File: config.mk
export PLATFORM = sky130hd
export DESIGN_NAME = reset_sequencer_flat
export DESIGN_NICKNAME = d
export VERILOG_FILES = /design/src/rtl/reset_sequencer_if.sv /design/src/rtl/reset_sequencer.sv /design/src/flat_wrapper.sv
export SDC_FILE = /design/constraint.sdc
export NUM_CORES = 1
export LEC_CHECK = 0
export BUFFER_PORTS_ARGS = -buffer_cell sky130_fd_sc_hd__buf_2
export CAP_MARGIN = 0
export CORE_MARGIN = 5
export CORE_UTILIZATION = 30
export CTS_CLUSTER_DIAMETER = 80
export DETAILED_ROUTE_END_ITERATION = 6
export HOLD_SLACK_MARGIN = 0.12
export PLACE_DENSITY = 0.55
export SLEW_MARGIN = 20
export SYNTH_ARGS = -nofsm -noshare
export SYNTH_HDL_FRONTEND = slang
export SYNTH_SLANG_ARGS = --single-unit
File: constraint.sdc
create_clock -name i_clk -period 2.48 [get_ports i_clk]
set_input_delay 0.248 -clock i_clk [delete_from_list [all_inputs] [get_ports i_clk]]
set_output_delay 0.248 -clock i_clk [all_outputs]
set_load 0.03 [all_outputs]
File: src/rtl/reset_sequencer_if.sv
// Control/status bundle for reset_sequencer.
// master: the block driving requests/acks and observing the domain resets.
// slave : the sequencer itself.
interface reset_sequencer_if #(
  parameter int NUM_DOMAINS = 4
);
  logic                   sw_rst_req;   // one-cycle restart pulse
  logic [NUM_DOMAINS-1:0] domain_rdy;   // per-domain ready ack, level
  logic [NUM_DOMAINS-1:0] out_rst;      // per-domain reset, active-high
  logic                   seq_busy;
  logic                   seq_done;
  logic                   timeout_err;  // sticky

  modport master (
    output sw_rst_req, domain_rdy,
    input  out_rst, seq_busy, seq_done, timeout_err
  );

  modport slave (
    input  sw_rst_req, domain_rdy,
    output out_rst, seq_busy, seq_done, timeout_err
  );
endinterface

File: src/rtl/reset_sequencer.sv
// Ordered reset-release controller. Holds every domain in reset for
// HOLD_CYCLES, then releases domains one at a time in index order, waiting
// for each domain's ready ack plus GAP_CYCLES before releasing the next.
// Optional feature macro: RESET_SEQ_TIMEOUT_EN -- bounds the ready wait to
// TIMEOUT_CYCLES and flags a sticky timeout error when it expires.
// All outputs are registered; nothing combinational reaches the ports.
module reset_sequencer #(
  parameter int NUM_DOMAINS    = 4,
  parameter int HOLD_CYCLES    = 16,
  parameter int GAP_CYCLES     = 8,
  parameter int TIMEOUT_CYCLES = 255,
  parameter int CNT_WIDTH      = 8
) (
  input  logic                 i_clk,
  input  logic                 i_rst,
  reset_sequencer_if.slave     sbus
);

  localparam int IDX_W = (NUM_DOMAINS > 1) ? $clog2(NUM_DOMAINS) : 1;
  localparam int MAX_T = (HOLD_CYCLES > GAP_CYCLES)
                       ? ((HOLD_CYCLES > TIMEOUT_CYCLES) ? HOLD_CYCLES : TIMEOUT_CYCLES)
                       : ((GAP_CYCLES  > TIMEOUT_CYCLES) ? GAP_CYCLES  : TIMEOUT_CYCLES);

  // Terminal counts (counter starts at 0, so terminal is N-1).
  localparam logic [CNT_WIDTH-1:0] HOLD_T = CNT_WIDTH'(HOLD_CYCLES - 1);
  localparam logic [CNT_WIDTH-1:0] GAP_T  = CNT_WIDTH'((GAP_CYCLES > 0) ? GAP_CYCLES - 1 : 0);
  // Counter never wraps: it stops at the largest terminal value in use.
  localparam logic [CNT_WIDTH-1:0] SAT_T  = CNT_WIDTH'(MAX_T - 1);
  localparam logic [IDX_W-1:0]     LAST_I = IDX_W'(NUM_DOMAINS - 1);

  typedef enum logic [1:0] {
    S_ASSERT   = 2'd0,
    S_WAIT_RDY = 2'd1,
    S_GAP      = 2'd2,
    S_DONE     = 2'd3
  } state_t;

  state_t                 r_state, w_state_nxt;
  logic [CNT_WIDTH-1:0]   r_cnt, w_cnt_nxt, w_cnt_inc;
  logic [IDX_W-1:0]       r_idx, w_idx_nxt;
  logic [NUM_DOMAINS-1:0] r_out_rst, w_out_rst_nxt;
  logic                   r_busy, r_done;
  logic                   w_busy_nxt, w_done_nxt;
  logic                   w_rdy, w_to_end, w_advance, w_release, w_restart;

  assign w_restart = sbus.sw_rst_req;
  assign w_rdy     = sbus.domain_rdy[r_idx];
  assign w_cnt_inc = (r_cnt >= SAT_T) ? r_cnt : r_cnt + CNT_WIDTH'(1);

`ifdef RESET_SEQ_TIMEOUT_EN
  localparam logic [CNT_WIDTH-1:0] TO_T = CNT_WIDTH'(TIMEOUT_CYCLES - 1);
  logic r_err, w_err_nxt;

  assign w_to_end = (r_state == S_WAIT_RDY) && (r_cnt == TO_T);
  // A timeout only counts as an error when ready did not arrive in the
  // same cycle, and a simultaneous restart request takes priority.
  assign w_err_nxt = r_err | (w_to_end & ~w_rdy & ~w_restart);

  // Sticky timeout flag; only a hard reset clears it.
  always_ff @(posedge i_clk) begin
    if (i_rst) r_err <= 1'b0;
    else       r_err <= w_err_nxt;
  end

  assign sbus.timeout_err = r_err;
`else
  assign w_to_end         = 1'b0;
  assign sbus.timeout_err = 1'b0;
`endif

  // Timeout expiry behaves exactly like a sampled ready.
  assign w_advance = w_rdy | w_to_end;

  // State register plus all registered outputs.
  always_ff @(posedge i_clk) begin
    if (i_rst) begin
      r_state   <= S_ASSERT;
      r_cnt     <= '0;
      r_idx     <= '0;
      r_out_rst <= '1;
      r_busy    <= 1'b1;
      r_done    <= 1'b0;
    end else begin
      r_state   <= w_state_nxt;
      r_cnt     <= w_cnt_nxt;
      r_idx     <= w_idx_nxt;
      r_out_rst <= w_out_rst_nxt;
      r_busy    <= w_busy_nxt;
      r_done    <= w_done_nxt;
    end
  end

  // Next-state logic; w_release marks the cycle a domain (w_idx_nxt) is freed.
  always_comb begin
    w_state_nxt = r_state;
    w_cnt_nxt   = r_cnt;
    w_idx_nxt   = r_idx;
    w_release   = 1'b0;
    if (w_restart) begin
      w_state_nxt = S_ASSERT;
      w_cnt_nxt   = '0;
      w_idx_nxt   = '0;
    end else begin
      unique case (r_state)
        S_ASSERT: begin
          if (r_cnt == HOLD_T) begin
            w_state_nxt = S_WAIT_RDY;
            w_cnt_nxt   = '0;
            w_idx_nxt   = '0;
            w_release   = 1'b1;
          end else begin
            w_cnt_nxt   = w_cnt_inc;
          end
        end
        S_WAIT_RDY: begin
          if (w_advance) begin
            w_cnt_nxt = '0;
            if (r_idx == LAST_I) begin
              w_state_nxt = S_DONE;
            end else if (GAP_CYCLES == 0) begin
              // No gap: release the next domain straight away.
              w_idx_nxt   = r_idx + IDX_W'(1);
              w_release   = 1'b1;
            end else begin
              w_state_nxt = S_GAP;
            end
          end else begin
`ifdef RESET_SEQ_TIMEOUT_EN
            w_cnt_nxt = w_cnt_inc;
`else
            w_cnt_nxt = r_cnt;
`endif
          end
        end
        S_GAP: begin
          if (r_cnt == GAP_T) begin
            w_state_nxt = S_WAIT_RDY;
            w_cnt_nxt   = '0;
            w_idx_nxt   = r_idx + IDX_W'(1);
            w_release   = 1'b1;
          end else begin
            w_cnt_nxt   = w_cnt_inc;
          end
        end
        S_DONE: begin
          // Ready dropping here is deliberately ignored.
          w_state_nxt = S_DONE;
        end
        default: begin
          w_state_nxt = S_ASSERT;
          w_cnt_nxt   = '0;
          w_idx_nxt   = '0;
        end
      endcase
    end
  end

  // Output next-values: busy/done follow the state being entered.
  always_comb begin
    w_busy_nxt = (w_state_nxt != S_DONE);
    w_done_nxt = (w_state_nxt == S_DONE);
  end

  // Per-domain reset bit: only the domain being released can fall, and
  // a restart re-asserts every domain at once.
  for (genvar d = 0; d < NUM_DOMAINS; d++) begin : g_dom
    assign w_out_rst_nxt[d] = w_restart |
      (r_out_rst[d] & ~(w_release & (w_idx_nxt == IDX_W'(d))));
  end

  assign sbus.out_rst  = r_out_rst;
  assign sbus.seq_busy = r_busy;
  assign sbus.seq_done = r_done;

endmodule

File: src/flat_wrapper.sv
// flat-port wrapper written by rule: the top's interface ports become plain ports
module reset_sequencer_flat 
#(
  parameter int NUM_DOMAINS    = 4,
  parameter int HOLD_CYCLES    = 16,
  parameter int GAP_CYCLES     = 8,
  parameter int TIMEOUT_CYCLES = 255,
  parameter int CNT_WIDTH      = 8
)
  (i_clk, i_rst, sbus_sw_rst_req, sbus_domain_rdy, sbus_out_rst, sbus_seq_busy, sbus_seq_done, sbus_timeout_err);
  reset_sequencer_if #(.NUM_DOMAINS(NUM_DOMAINS)) sbus_i ();
  input  logic i_clk;
  input  logic i_rst;
  input wire logic [$bits(sbus_i.sw_rst_req)-1:0] sbus_sw_rst_req;
  input wire logic [$bits(sbus_i.domain_rdy)-1:0] sbus_domain_rdy;
  output wire logic [$bits(sbus_i.out_rst)-1:0] sbus_out_rst;
  output wire logic [$bits(sbus_i.seq_busy)-1:0] sbus_seq_busy;
  output wire logic [$bits(sbus_i.seq_done)-1:0] sbus_seq_done;
  output wire logic [$bits(sbus_i.timeout_err)-1:0] sbus_timeout_err;
  assign sbus_i.sw_rst_req = sbus_sw_rst_req;
  assign sbus_i.domain_rdy = sbus_domain_rdy;
  assign sbus_out_rst = sbus_i.out_rst;
  assign sbus_seq_busy = sbus_i.seq_busy;
  assign sbus_seq_done = sbus_i.seq_done;
  assign sbus_timeout_err = sbus_i.timeout_err;
  reset_sequencer #(.NUM_DOMAINS(NUM_DOMAINS), .HOLD_CYCLES(HOLD_CYCLES), .GAP_CYCLES(GAP_CYCLES), .TIMEOUT_CYCLES(TIMEOUT_CYCLES), .CNT_WIDTH(CNT_WIDTH)) u_core (.i_clk(i_clk), .i_rst(i_rst), .sbus(sbus_i));
endmodule
==> results of run 1 <==
## registers in the layout (all words and copies together), names as in the netlist
name,flops
u_core.sbus.seq_busy,1
u_core.r_cnt,8
u_core.sbus.seq_done,1
u_core.r_state,2
u_core.r_idx,2
u_core.sbus.out_rst,4
## report_power, final
group | total (mW) | internal (mW) | switching, mW | leakage (nW)
registers | 0.293 | 0.291 | 0.00257 | 0.145
clock network | 0.183 | 0.0894 | 0.0937 | 0.0210
logic | 0.0198 | 0.00778 | 0.0120 | 0.283
## worst paths after layout
| check | depth (start not counted) | startpoint | to | slack (ps) |
|---|---|---|---|---|
| worst min-delay path | 2 | i_rst | u_core.r_state[1] | 150 |
| worst max register to register | 5 | u_core.r_cnt[4] | u_core.sbus.out_rst[0] | 420 |
| worst max-delay path | 5 | u_core.r_cnt[4] | u_core.sbus.out_rst[0] | 420 |
| worst min register to register | 2 | u_core.sbus.out_rst[2] | u_core.sbus.out_rst[2] | 490 |
## synth_stat cells (2+ instances only)
master	count	share of area [%]
inv_1	8	2.9
o21a_1	2	1.4
a211oi_1	2	1.4
a21oi_1	13	6.2
a41oi_1	2	1.7
clkbuf_1	2	0.72
nor3_1	5	2.4
nor2_1	17	6.1
nand3_1	5	2.4
o31ai_1	2	1.4
nand4_1	2	1.2
o21ai_0	5	2.4
a31oi_1	2	1.2
or2_2	4	2.4
o22ai_1	2	1.2
ha_1	8	9.5
nand2_1	4	1.4
dfxtp_1	18	34
and3_1	3	1.8
## cell families (layout without fill, tap and decap cells)
family / Yosys count / in the layout / share of synthesized area [%]
simple gates: 46 / 46 / 21.8
compound gates: 38 / 38 / 26.1
flops: 18 / 18 / 34.3
buf+inv: 12 / 25 / 4.77
fa+ha+maj: 8 / 8 / 9.54
mux: 2 / 2 / 3.10
other cells: 1 / 1 / 0.357
## critical path: stages (launching register included)
cell	delay [ps]
dfxtp_1	380
or4_1	650
a211o_4	340
a221oi_4	350
nand2_1	90
o22a_1	160
## final cells by class
class | count | area [um^2] | share of cell area, %
Clock buffer | 4 | 36.3 | 3.05
Inverter | 8 | 30.0 | 2.52
Multi-Input combinational cell | 95 | 639 | 53.7
Sequential cell | 18 | 360 | 30.3
Tap cell | 46 | 57.6 | 4.83
Timing Repair Buffer | 13 | 67.6 | 5.67
## per-stage QoR
stage	total power [mW]	setup WS (ps)	instances	instance area (um^2)	hold slack [ps]
2_1_floorplan	0.312	545	125	1050	320
3_3_place_gp	0.319	456	180	1150	454
3_5_place_dp	0.319	411	180	1150	458
4_1_cts	0.505	403	184	1190	140
5_1_grt	0.520	246	184	1190	140
6_report	0.496	420	184	1190	154
## metal layers
metal | share of wire, % | vias up | routed length [um] | global-route usage, %
met1 | 48 | 436 | 1080 | 11.3
met3 | 2.1 | 2 | 47 | 2.18
met4 | 0.67 | 0 | 15 | 3.69
li1 | - | 484 | - | -
met5 | 0 | - | 0 | 0
met2 | 49 | 13 | 1110 | 17.4
==> run_results.csv, run 1 <==
group,metric,value,unit
clock_network,cts_resized,0,
worst_setup_path,cp-start-kind,"flip-flop",
floorplan,die_h,69.2,um
worst_setup_path,cp_data_arrival_time,2260,ps
timing,slew_headroom,64.9,%
pwr,p_leak,0.450,nW
global_routing,grt_pass1_wl,3.99,mm
global_routing,antenna_found_initial,0,
clock_network,ctsHoldBuffers,0,
logic_synthesis,synth_edf_count,0,
logic_synthesis,syn_inst,125,
clock_network,postCtsSetupBuffers,0,
route,postRouteAntennaNets,0,
logic_synthesis,synth_area,1050,um^2
timing,fmax,485,MHz
layout,syn2layout_area_growth,13.5,%
placed_design,portBuffers,12,
clock_network,cts_tree,"done",
timing,setup_violations,0,
placed_design,gp_congestion,0.799,
clock_network,cts_buffer_depth,2,
logic_synthesis,synth_ff_type,"dfxtp_1",
hold_path,holdCritPathClass,"input port to flip-flop",
run_status,status,"finished clean",
logic_synthesis,yosysWarningCount,0,
route,drt_iter0_markers,39,
timing,finalCritPeriodShare,83.1,%
clock_network,clock_sinks,18,
route,routed_via_density,5.08,
layout,final_cell_mix,"18 x dfxtp_1, 17 x nor2_1, 13 x a21oi_1",
logic_synthesis,synthDistinctLibCells,38,
logic_synthesis,synth_area_per_cell,8.40,um^2
logic_synthesis,synth_seq_cells,18,
timing,rsz0062_at_grt,"false",
timing,finClkSkew,8.82,ps
floorplan,core-area,3360,um^2
global_routing,grt_pass1_vias,955,
clock_network,clock_latency,290,ps
timing,fin_setup_tns,0,ps
timing,drv_slew,0,
timing,worstMarginPinSlew,524,ps
layout,antenna_cells,0,
layout,final_common_cell,"dfxtp_1",
floorplan,rows,21,
worst_setup_path,crit_path_end_kind,"flip-flop",
route,vias,935,
floorplan,die_area,4780,um^2
global_routing,grt_max_degree,12,
floorplan,start_util,31.2,%
logic_synthesis,ys_async_sr_fraction,0,%
global_routing,grt.total_usage,9.78,%
route,drt_wl_total,2.25,mm
clock_network,root_buffer,"clkbuf_4",
route,wire_per_inst,12.3,um
timing,period_minus_slack,2060,ps
global_routing,overflow,0,
floorplan,boundaryPins,14,
run,cap_violations,0,
clock_network,numCtsBuffers,3,
route,drcViolationCount,0,
worst_setup_path,required,2680,ps
placed_design,hpwl,1.76,mm
layout,drive_gt1_share,18.8,%
pwr,power_density,416,nW/um^2
layout,n_fill_cell,382,
route,dr.pass1.iters,4,
pwr,ir_worst_vdd,0.000190,V
floorplan,die_width,69.2,um
worst_setup_path,crit_fanout,8,
clock_network,htree_num_levels,1,
layout,nets,154,
layout,final_util,35.4,%
clock_network,clk_transition_reported_paths,110,ps
timing,hold_viol,0,
worst_setup_path,critPathKind,"flip-flop to flip-flop",
logic_synthesis,ys_seq_area_share,34.3,%
logic_synthesis,synthesis.nets,140,
Power figures use the tool's default switching activity.
==> inputs of run 2 (changes only) <==
Settings changed: ABC_AREA from default to 1.
Clock period 2.48 ns to 2.1 ns, I/O delays scaled along.
==> run_results.csv, run 2 <==
group,metric,value,unit
timing,finClkSkew,3.12,ps
worst_setup_path,cp_data_arrival_time,1880,ps
pwr,power_frac_comb,3.9,%
worst_setup_path,crit_path_end_kind,"flip-flop",
floorplan,start_util,30.8,%
timing,finalCritPeriodShare,82.1,%
floorplan,die_area,5080,um^2
logic_synthesis,synth_seq_cells,18,
pwr,p_leak,0.557,nW
timing,drv_slew,0,
logic_synthesis,yosysTopAreaCell,"dfxtp_1",
floorplan,die_width,71.3,um
global_routing,overflow,0,
hold_path,holdCritPathClass,"input port to flip-flop",
logic_synthesis,synth_commonest_cells,"42 x nand2_1, 19 x nand3_1, 18 x dfxtp_1, 18 x inv_1, 17 x nor2_1",
floorplan,boundaryPins,14,
global_routing,grt.total_usage,10.4,%
floorplan,core-area,3660,um^2
worst_setup_path,cp-start-kind,"flip-flop",
clock_network,clock_sinks,18,
logic_synthesis,synth_edf_count,0,
layout,final_common_cell,"nand2_1",
timing,hold_slack,162,ps
clock_network,numCtsBuffers,3,
timing,period_minus_slack,1720,ps
worst_setup_path,required,2260,ps
logic_synthesis,ys_async_sr_fraction,0,%
pwr,power_density,510,nW/um^2
clock_network,cts_resized,0,
layout,drive_gt1_share,17.0,%
pwr,p_int,520,uW
layout,final_cell_mix,"42 x nand2_1, 19 x nand3_1, 18 x inv_1, 18 x dfxtp_1, 17 x nor2_1",
logic_synthesis,synthDistinctLibCells,28,
logic_synthesis,synth.most_common_cell,"nand2_1",
logic_synthesis,yosys-top-cells-area,"dfxtp_1 32%, nand2_1 14%, ha_1 8.9%",
clock_network,clock_latency,260,ps
worst_setup_path,critical_path.startpoint,"u_core.r_state[0]",
route,postRouteAntennaNets,0,
layout,antenna_cells,0,
run_status,status,"finished clean",
route,drcViolationCount,0,
clock_network,clk_transition_reported_paths,70,ps
pwr,clkPwrFrac,44.0,%
logic_synthesis,syn_inst,166,
route,dr.pass1.iters,4,
timing,setup_violations,0,
timing,hold_viol,0,
global_routing,grt_max_degree,11,
clock_network,postCtsSetupBuffers,0,
clock_network,cts_buffer_depth,2,
logic_synthesis,synth_ff_type,"dfxtp_1",
timing,fin_setup_tns,0,ps
logic_synthesis,synth_area_per_cell,6.79,um^2
clock_network,htree_num_levels,1,
route,routed_via_density,4.66,
logic_synthesis,synthesis.nets,181,
pwr,switchingPower,144,uW
route,wire_per_inst,10.5,um
layout,nets,198,
placed_design,hpwl,1.83,mm
route,vias,1072,
worst_setup_path,r2r_slack,380,ps
worst_setup_path,crit_fanout,6,
logic_synthesis,yosysWarningCount,0,
layout,largest_register,"u_core.r_cnt",
worst_setup_path,endpoint,"u_core.sbus.out_rst[2]",
clock_network,ctsHoldBuffers,0,
logic_synthesis,synth_area,1130,um^2
global_routing,grt_pass1_wl,4.31,mm
floorplan,rows,22,
clock_network,root_buffer,"clkbuf_8",
pwr,ir_worst_vdd,0.000169,V
layout,syn2layout_area_growth,15.5,%
pwr,switching_share,21.7,%
logic_synthesis,synth_top_area_share,32.0,%
worst_setup_path,r2r-end,"u_core.sbus.out_rst[2]",
run,cap_violations,0,
worst_setup_path,critPathKind,"flip-flop to flip-flop",
global_routing,grt_pass1_vias,984,
logic_synthesis,ys_seq_area_share,32.0,%
pwr,seqPwrFrac,52.1,%
clock_network,cts_tree,"done",
worst_setup_path,r2r_start,"u_core.r_state[0]",
placed_design,gp_congestion,0.833,
layout,largest_reg_flops,8,
worst_setup_path,worst-r2r-cell-count,10,
floorplan,die_h,71.3,um
global_routing,antenna_found_initial,0,
timing,rsz0062_at_grt,"false",
placed_design,portBuffers,12,
route,drt_wl_total,2.41,mm
timing,fmax,580,MHz
route,drt_iter0_markers,22,
## run 2: how the worst min path moves through the flow
stage / slack (ps) / to / start / cells after the start
global placement: 430 / u_core.sbus.out_rst[1] / u_core.sbus.out_rst[1] / 2
finish: 160 / u_core.r_idx[0] / i_rst / 2
CTS: 160 / u_core.r_idx[0] / i_rst / 2
global route: 160 / u_core.r_idx[1] / i_rst / 2
detailed placement: 430 / u_core.sbus.out_rst[1] / u_core.sbus.out_rst[1] / 2
floorplan: 280 / u_core.r_idx[0] / i_rst / 1
## run 2: critical path, cell delays in order (launching register included)
cell and delay [ps]:
dfxtp_1 380, inv_1 100, ha_1 260, inv_1 110, or2_2 280, nand2_1 100
nand2_2 70, nand2_2 90, nand2_1 50, o21bai_1 120, nand2_1 50
## run 2: routing by layer
layer / up-vias / track usage [%] / share of wire [%]
met5: - / 0 / 0
met4: 0 / 6.26 / 2.4
met3: 4 / 1.82 / 3.9
met2: 18 / 16.1 / 44
met1: 480 / 13.4 / 50
li1: 570 / - / -
## run 2: layout make-up
type / instances / area [um^2]
clock buffers: 4 / 55.1
flip-flops and latches: 18 / 360
multi-input cells: 128 / 688
fillers: 406 / 2360
inverters: 19 / 71.3
repair buffers: 13 / 67.6
well taps: 48 / 60.1
## run 2: power groups by stage
| stage | sequential (mW) | clock (mW) | combinational [mW] |
|---|---|---|---|
| 3_3_place_gp | 0.354 | 0 | 0.0273 |
| 5_1_grt | 0.347 | 0.319 | 0.0301 |
| 3_5_place_dp | 0.354 | 0 | 0.0266 |
| 6_report | 0.346 | 0.292 | 0.0260 |
| 2_1_floorplan | 0.354 | 0 | 0.0157 |
| 4_1_cts | 0.346 | 0.302 | 0.0267 |
## run 2: cell families (layout without fill, tap and decap cells)
logic type               Yosys count  after routing  synth area share, %
flip-flops                        18             18                 32.0
XOR/XNOR                           1              1                0.777
other                              1              1                0.333
AO/OA/AOI/OAI                     20             20                 9.88
AND/OR/NAND/NOR                   98             98                 41.2
buffers and inverters             20             36                 6.99
adder cells (fa/ha/maj)            8              8                 8.88
## run 2: per-stage QoR
stage	worst slack [ps]	utilization [%]	instances	power (mW)	cell area, um^2
after floorplan	544	-	166	0.369	1130
after global placement	374	34.1	226	0.381	1250
after detailed placement	390	34.1	226	0.381	1250
after CTS	357	35.6	230	0.674	1300
after global routing	164	35.6	230	0.696	1300
final	375	35.6	230	0.664	1300
